===== config.mk =====
export PLATFORM = sky130hd
export DESIGN_NAME = pad_glitch_filter
export DESIGN_NICKNAME = d
export VERILOG_FILES = /design/src/rtl/pad_glitch_filter.sv
export SDC_FILE = /design/constraint.sdc
export NUM_CORES = 1
export LEC_CHECK = 0
export ABC_AREA = 1
export BUFFER_PORTS_ARGS = -buffer_cell sky130_fd_sc_hd__buf_2
export CAP_MARGIN = 20
export CORE_AREA = 2 2 39 41
export DETAILED_ROUTE_END_ITERATION = 16
export DIE_AREA = 0 0 41 43
export GPL_ROUTABILITY_DRIVEN = 0
export PLACE_DENSITY = 0.52
export SYNTH_ARGS = -nofsm -noshare
export SYNTH_HDL_FRONTEND = slang
export SYNTH_SLANG_ARGS = --single-unit

===== constraint.sdc =====
create_clock -name CLK -period 1.1 [get_ports CLK]
set_clock_uncertainty 0.1 [all_clocks]
set_input_delay 0.055 -clock CLK [delete_from_list [all_inputs] [get_ports CLK]]
set_output_delay 0.055 -clock CLK [all_outputs]
set_load 0.005 [all_outputs]

===== src/rtl/pad_glitch_filter.sv =====
// pad_glitch_filter: multi-channel pad conditioner.
// Each channel: two-flop synchroniser, optional counter-based glitch filter,
// registered rise/fall strobes.
//
// Build option: define PAD_GLITCH_FILTER_EN to enable the counter filter
// (FILT_LEN honoured). Without it, PAD_OUT is the synchronised level
// registered once and FILT_LEN is ignored.
//
// Ports:
//   CLK       block clock, rising edge
//   RST_N     asynchronous active-low reset
//   PAD_IN    raw asynchronous pad levels (NCH)
//   FILT_LEN  rejection window in CLK cycles, 0 behaves as 1 (CW)
//   PAD_OUT   filtered level per channel, registered (NCH)
//   PAD_RISE  one-cycle strobe with a PAD_OUT 0->1 transition (NCH)
//   PAD_FALL  one-cycle strobe with a PAD_OUT 1->0 transition (NCH)
module pad_glitch_filter #(
  parameter int unsigned    NCH     = 2,
  parameter int unsigned    CW      = 4,
  parameter logic [NCH-1:0] RST_VAL = {NCH{1'b1}}
) (
  input  logic           CLK,
  input  logic           RST_N,
  input  logic [NCH-1:0] PAD_IN,
  input  logic [CW-1:0]  FILT_LEN,
  output logic [NCH-1:0] PAD_OUT,
  output logic [NCH-1:0] PAD_RISE,
  output logic [NCH-1:0] PAD_FALL
);

  localparam int unsigned CNT_W = CW + 1;

  logic [NCH-1:0] s1_q;
  logic [NCH-1:0] s2_q;
  logic [NCH-1:0] out_d;
  logic [NCH-1:0] rise_d;
  logic [NCH-1:0] fall_d;

  // Two-flop synchroniser per channel.
  always_ff @(posedge CLK or negedge RST_N) begin
    if (!RST_N) begin
      s1_q <= RST_VAL;
      s2_q <= RST_VAL;
    end else begin
      s1_q <= PAD_IN;
      s2_q <= s1_q;
    end
  end

`ifdef PAD_GLITCH_FILTER_EN
  logic [CW-1:0]    cnt_q [NCH];
  logic [CW-1:0]    cnt_d [NCH];
  logic [CNT_W-1:0] len_eff;

  // Zero length is treated as one; compare is one bit wider so cnt+1 never wraps.
  always_comb begin
    len_eff = (FILT_LEN == '0) ? CNT_W'(1) : CNT_W'(FILT_LEN);
  end

  // Accept s2 only after it has disagreed with PAD_OUT for len_eff samples.
  always_comb begin
    out_d  = PAD_OUT;
    rise_d = '0;
    fall_d = '0;
    for (int i = 0; i < int'(NCH); i++) begin
      cnt_d[i] = '0;
      if (s2_q[i] != PAD_OUT[i]) begin
        if ((CNT_W'(cnt_q[i]) + CNT_W'(1)) >= len_eff) begin
          out_d[i]  = s2_q[i];
          rise_d[i] = s2_q[i];
          fall_d[i] = ~s2_q[i];
        end else begin
          cnt_d[i] = cnt_q[i] + CW'(1);
        end
      end
    end
  end

  // Per-channel disagreement counters.
  always_ff @(posedge CLK or negedge RST_N) begin
    if (!RST_N) begin
      for (int i = 0; i < int'(NCH); i++) begin
        cnt_q[i] <= '0;
      end
    end else begin
      for (int i = 0; i < int'(NCH); i++) begin
        cnt_q[i] <= cnt_d[i];
      end
    end
  end
`else
  logic [CW-1:0] unused_filt_len;
  assign unused_filt_len = FILT_LEN;

  // No filtering: follow s2 one cycle later.
  always_comb begin
    out_d  = s2_q;
    rise_d = s2_q & ~PAD_OUT;
    fall_d = ~s2_q & PAD_OUT;
  end
`endif

  // Registered outputs; strobes coincide with the new PAD_OUT level.
  always_ff @(posedge CLK or negedge RST_N) begin
    if (!RST_N) begin
      PAD_OUT  <= RST_VAL;
      PAD_RISE <= '0;
      PAD_FALL <= '0;
    end else begin
      PAD_OUT  <= out_d;
      PAD_RISE <= rise_d;
      PAD_FALL <= fall_d;
    end
  end

endmodule


* Yosys cells after proc, flatten, opt, wreduce, memory -nomap -nowiden
Cells that the tools add are included.
** Operators by class
- Bitwise logic cells :: 4
** Operators by type and width (count)
- $and 2x2->2 :: 2
- $not 2->2 :: 2
** Storage, ports and cells
- Register bits after elaboration :: 10
- Logic and storage cells :: 9
- Input bits :: 8
- Output and inout bits :: 6

* Longest topological paths before layout
Gate-level depths: netlist (run 1).
- Word-level depth :: 2
- Gate-level depth with buffers :: 2
- Depth with buffers taken out :: 2

* Worst setup path before layout (run 1)
Ideal clock, no wire load.
- Kind :: register -> register
- From :: register PAD_OUT[0]
- To :: register PAD_FALL[0]
- Cell stages (with the launch flop) :: 3
- Required time :: 929 ps
- Library setup time :: 71 ps
- Buffers on the path :: 0
- Clock period less this slack :: 791 ps
- Arrival time :: 620 ps
- Slack :: 309 ps
- Path through :: dfstp_2 -> inv_1 -> nor2_1
** Between the ends
- Word-level cells in the longest chain between the ends :: 1
** Ends and longest elaborated chain
- start: declaration :: RTL line 26 : output logic [NCH-1:0] PAD_OUT,
- start signal: assignment :: RTL line 110 : PAD_OUT <= out_d;
- $and 2x2->2 :: RTL line 99 : fall_d = ~s2_q & PAD_OUT;
- net fall_d[0] :: RTL line 37 : logic [NCH-1:0] fall_d;
- end signal: assignment :: RTL line 112 : PAD_FALL <= fall_d;
- end: declaration :: RTL line 28 : output logic [NCH-1:0] PAD_FALL
The timed path passes the listed nets, and every way through them passes these cells.

* Worst setup path in the final report (run 1)
- From :: register PAD_OUT[1]
- To :: output port PAD_OUT[1]
No word-level cell between the ends.

==> impl_metrics.toml, run 1 <==
[finish]
drive_above_1_share = 0.5833
synthToLayoutAreaGrowth_pct = 50.87
final_area_um2 = 434.2
fin_nets = 45
antenna_cells = 0

[cts]
cts_tree = "yes"
cts_root_buffer = "clkbuf_4"
numCtsBuffers = 3
clock_latency_ns = 0.26
clock_path_buffers = 2
clkTransAtPathRegs_ns = 0.06
cts_resized = 0
cts_sinks = 10
cts.htree.levels = 1

[sta]
setup_viol = 0
maxSlewViolCount = 0
tns_ns = 0
period_needed_ns = 1.041
rsz0062_at_grt = "false"
max_freq_ghz = 0.9603
final-hold-violation-count = 0
fin_ws_ns = 0.05863
slew_headroom = 0.8624
worst_pin_slew_ns = 0.2064
fin_crit_sh = 0.9467

[grt]
grt_pass1_vias = 162
grt_pass1_wl_um = 627
grt_max_degree = 11
groute.usage.overall = 0.06116
antenna_found_initial = 0
grt_overflow_total = 0

[placement]
dpl.hpwl_um = 289.1
dp_slack_ns = 0.2853
place_area_um2 = 352.8
io_buffers = 9

[synthesis]
ys_warn_count = 0
synth_most_common_cell = "dfstp_2"
synth_area_leader_cell = "dfstp_2"
synthTopCellsByArea = "dfstp_2, dfrtp_1, inv_1, nor2_1"
synth_edf_count = 0
yosysSeqAreaShare = 0.8957
synth_top_area_share = 0.5478
async_flop_share = 1.000
ys_ff_latch = 10
syn_nets = 26
synth_area_um2 = 287.8
avgSynthCellArea_um2 = 15.99
synth_cell_types = 4
synthesis.instances = 18
synth_common_cells = "dfstp_2, dfrtp_1, inv_1, nor2_1"
synth_top_flop_cell = "dfstp_2"

[power]
pwr-share-clk = 0.414
power_uw = 761.9
powerDensity_mw_per_mm2 = 1755
p_int_uw = 620.9
leakage_uw = 0.0002257
ir_worst_vdd_uv = 788.7
p_sw_frac = 0.1851
p_seq_frac = 0.528
combPwrFrac = 0.058
p_sw_uw = 141.1

[floorplan]
die_area_mm2 = 0.001763
initial_utilization = 0.2080
num_rows = 14
die_y_um = 43
num_io_pins = 14
coreArea_mm2 = 0.001384
die_w_um = 41

[setup_path]
endpoint_kind = "primary output"
path_class = "reg2out"
crit_path_max_fanout = 2
crit_slowest_cell = "dfstp_2"
critPathTopFamily = "flip-flops"
cp.required_ns = 0.94
crit_chain = "buf_2"
worst-path-buf-inv = 1
critical-path-max-stage-delay_ns = 0.53
cp-start-kind = "register"
arrival_ns = 0.89

[outcome]
status = "complete, no violations"

[route]
drt_iter0_markers = 6
drcViolationCount = 0
vias_per_cell = 3.538
wl_um = 400
first_pass_iters = 4
routedWlPerCell_um = 7.692
ant_nets = 0
num_vias = 184

[flow_run]
maxCapViolCount = 0

[min_path]
worst_hold_path_type = "in2async"
registers in the layout, indices dropped and copies added, names as in the netlist:
register  cells
PAD_FALL      2
PAD_OUT       2
out_d         2
PAD_RISE      2
s1_q          2
metrics by stage:
stage | hold slack [ns] | utilization | std cells
after floorplan | -0.3406 | - | 18
after global placement | -0.1871 | 0.2550 | 43
after detailed placement | -0.1810 | 0.2550 | 43
after CTS | 0.06310 | 0.3029 | 50
after global routing | 0.08555 | 0.3137 | 52
final | 0.06997 | 0.3137 | 52
logic make-up after synthesis:
family | Yosys count | synth area share
buffers and inverters | 4 | 0.05216
and+or+nand+nor | 4 | 0.05216
DFF | 10 | 0.8957
power by group through the flow:
stage | Combinational [uW] | Sequential [uW] | Clock (uW)
finish | 43.9 | 402 | 316
global route | 50.0 | 404 | 360
CTS | 38.7 | 404 | 335
detailed placement | 30.8 | 410 | 0
global placement | 29.9 | 408 | 0
floorplan | 5.32 | 410 | 0
placed cells by master (no fill, tap or decap):
master	synthesis	layout
clkbuf_4	0	3
nor2_1	4	4
buf_4	0	2
dfrtp_1	4	4
dfstp_2	6	6
clkbuf_8	0	1
buf_2	0	9
inv_1	4	4
dlygate4sd3_1	0	3
final timing paths:
kind,from,slack [ns],endpoint,cells past startpoint
max,PAD_OUT[1],0.06,PAD_OUT[1],1
min,RST_N,0.07,PAD_FALL[0],2
max reg2reg,PAD_OUT[0],0.21,PAD_FALL[0],3
min reg2reg,s1_q[1],0.26,out_d[1],0
max in group asynchronous,RST_N,0.58,PAD_OUT[1],2
min in group CLK,s1_q[1],0.26,out_d[1],0
worst register-to-register path, stage by stage, from the launching register on:
cell,delay [ns]
dfstp_2,0.53
buf_4,0.10
inv_1,0.03
nor2_1,0.07
layer usage:
| layer | vias to the layer above | track usage | part of all wire |
|---|---|---|---|
| li1 | 88 | - | - |
| met2 | 10 | 0.06875 | 0.49 |
| met1 | 86 | 0.06757 | 0.36 |
| met4 | 0 | 0.08000 | 0 |
| met5 | - | 0 | 0 |
| met3 | 0 | 0.03141 | 0.15 |
what timing repair did:
action	4_1_cts	5_1_grt
setup buffers	0	2
setup endpoints to repair	0	2
hold buffers	3	0
endpoints found under the hold margin	12	0
final cells by class:
cell class | instances | area, um^2
multi-input combinational | 4 | 15.01
fill | 142 | 949.7
inverter | 4 | 15.01
clock buffer | 4 | 36.28
sequential | 10 | 257.7
tap | 16 | 20.02
timing repair buffer | 14 | 90.09
Power figures use the tool's default switching activity.
==> run 2: changes to the inputs <==
--- a/config.mk
+++ b/config.mk
@@ -12,7 +12,8 @@
 export DETAILED_ROUTE_END_ITERATION = 16
 export DIE_AREA = 0 0 41 43
 export GPL_ROUTABILITY_DRIVEN = 0
-export PLACE_DENSITY = 0.52
+export PLACE_DENSITY_LB_ADDON = 0.2
+export RECOVER_POWER = 100
 export SYNTH_ARGS = -nofsm -noshare
 export SYNTH_HDL_FRONTEND = slang
 export SYNTH_SLANG_ARGS = --single-unit
==> run 2 against run 1 <==
Fmax shrank 0.78%. Sequential cell count unchanged. Die area stayed put. Via count down 10%. Hold slack better by 0.11 ns. Final cell count fell by 5.8%. Critical path depth stayed put. Clock power down 28%. Critical path type unchanged.
==> impl_metrics.toml, run 2 (synthesis gave the netlist of run 1 again) <==
[outcome]
status = "complete, no violations"

[setup_path]
r2r_slack_ns = 0.26
rr_startpoint = "out_d[1]"
worst-path-buf-inv = 1
crit_path_max_fanout = 3
critical-path-max-stage-delay_ns = 0.54
endpoint_kind = "primary output"
crit_chain = "buf_2"
path_class = "reg2out"
crit_slowest_cell = "dfstp_2"
r2r_cells = 2
critPathTopFamily = "flip-flops"
reg2reg_to = "PAD_RISE[1]"
cp.required_ns = 0.94
cp-start-kind = "register"
arrival_ns = 0.89

[route]
wl_um = 388
routedWlPerCell_um = 7.918
ant_nets = 0
vias_per_cell = 3.367
first_pass_iters = 1
num_vias = 165
drt_iter0_markers = 0
drcViolationCount = 0

[finish]
fin_util = 0.2893
antenna_cells = 0
fin_nets = 43
drive_above_1_share = 0.3636
synthToLayoutAreaGrowth_pct = 39.13
layout_commonest_cell = "buf_2"
n_fill_cell = 149

[grt]
grt_pass1_vias = 181
grt_pass1_wl_um = 621
grt_overflow_total = 0
antenna_found_initial = 0
groute.usage.overall = 0.05408
grt_max_degree = 11

[sta]
fin_ws_ns = 0.05040
rsz0062_at_grt = "false"
max_freq_ghz = 0.9527
worst_pin_slew_ns = 0.5018
tns_ns = 0
setup_viol = 0
timing.hold.ws_ns = 0.1773
period_needed_ns = 1.050
fin_crit_sh = 0.9542
maxSlewViolCount = 0
slew_headroom = 0.6655
final-hold-violation-count = 0

[cts]
clkTransAtPathRegs_ns = 0.06
cts_tree = "yes"
clock_latency_ns = 0.25
clock_path_buffers = 2
cts.htree.levels = 1
cts_root_buffer = "clkbuf_4"
numCtsBuffers = 3
cts_resized = 0
cts_sinks = 10

[placement]
io_buffers = 9
dp_slack_ns = 0.2761

[floorplan]
die_area_mm2 = 0.001763
num_io_pins = 14
initial_utilization = 0.2080
die_y_um = 43
die_w_um = 41
num_rows = 14
coreArea_mm2 = 0.001384

[power]
leakage_uw = 0.0001943
power_uw = 667.1
powerDensity_mw_per_mm2 = 1666
combPwrFrac = 0.054
p_seq_frac = 0.603
p_sw_uw = 129.2
pwr-share-clk = 0.343
ir_worst_vdd_uv = 545.5
p_sw_frac = 0.1936
p_int_uw = 537.9

[min_path]
worst_hold_path_type = "in2async"

[flow_run]
maxCapViolCount = 0
## run 2: cell count changes in the layout (fill, tap and decap cells not counted)
| cell | change |
|---|---|
| buf_4 | -2 |
| dfstp_1 | +2 |
| clkbuf_1 | +4 |
| dfstp_2 | -2 |
| buf_2 | -4 |
| clkbuf_8 | -1 |
## run 2: worst max-delay path by stage
stage / from / end / cells past startpoint
floorplan: PAD_OUT[0] / PAD_FALL[0] / 2
global placement: PAD_OUT[0] / PAD_FALL[0] / 2
detailed placement: out_d[1] / PAD_RISE[1] / 2
CTS: PAD_OUT[1] / PAD_OUT[1] / 1
global route: PAD_OUT[0] / PAD_OUT[0] / 1
finish: PAD_OUT[1] / PAD_OUT[1] / 1
## run 2: area by class of cell
type	instances	area, um^2	share of cell area
Sequential cell	10	257.7	0.6437
Timing Repair Buffer	12	70.07	0.1750
Clock buffer	3	22.52	0.05625
Tap cell	16	20.02	0.05000
Multi-Input combinational cell	4	15.01	0.03750
Inverter	4	15.01	0.03750
## run 2: routing by layer
metal | vias to the layer above | wire length, um | track usage
met3 | 0 | 43 | 0.01571
met5 | - | 0 | 0
met2 | 8 | 181 | 0.08125
met4 | 0 | 0 | 0.06000
li1 | 81 | - | -
met1 | 76 | 163 | 0.05085
## run 2: power by group through the flow
| stage | Clock, uW | Combinational [uW] | Sequential (uW) |
|---|---|---|---|
| 2_1_floorplan | 0 | 5.32 | 410 |
| 3_3_place_gp | 0 | 29.7 | 408 |
| 3_5_place_dp | 0 | 30.6 | 410 |
| 4_1_cts | 240 | 39.0 | 404 |
| 5_1_grt | 258 | 41.0 | 405 |
| 6_report | 229 | 35.9 | 402 |
## run 2: metrics by stage
stage	cell area, um^2	cells
after floorplan	287.8	18
after global placement	352.8	43
after detailed placement	352.8	43
after CTS	405.4	49
after global routing	400.4	49
final	400.4	49
## run 2: what timing repair did
item,4_1_cts,5_1_grt
buffers inserted,0,0
hold buffers,3,0
hold endpoints to repair,12,0
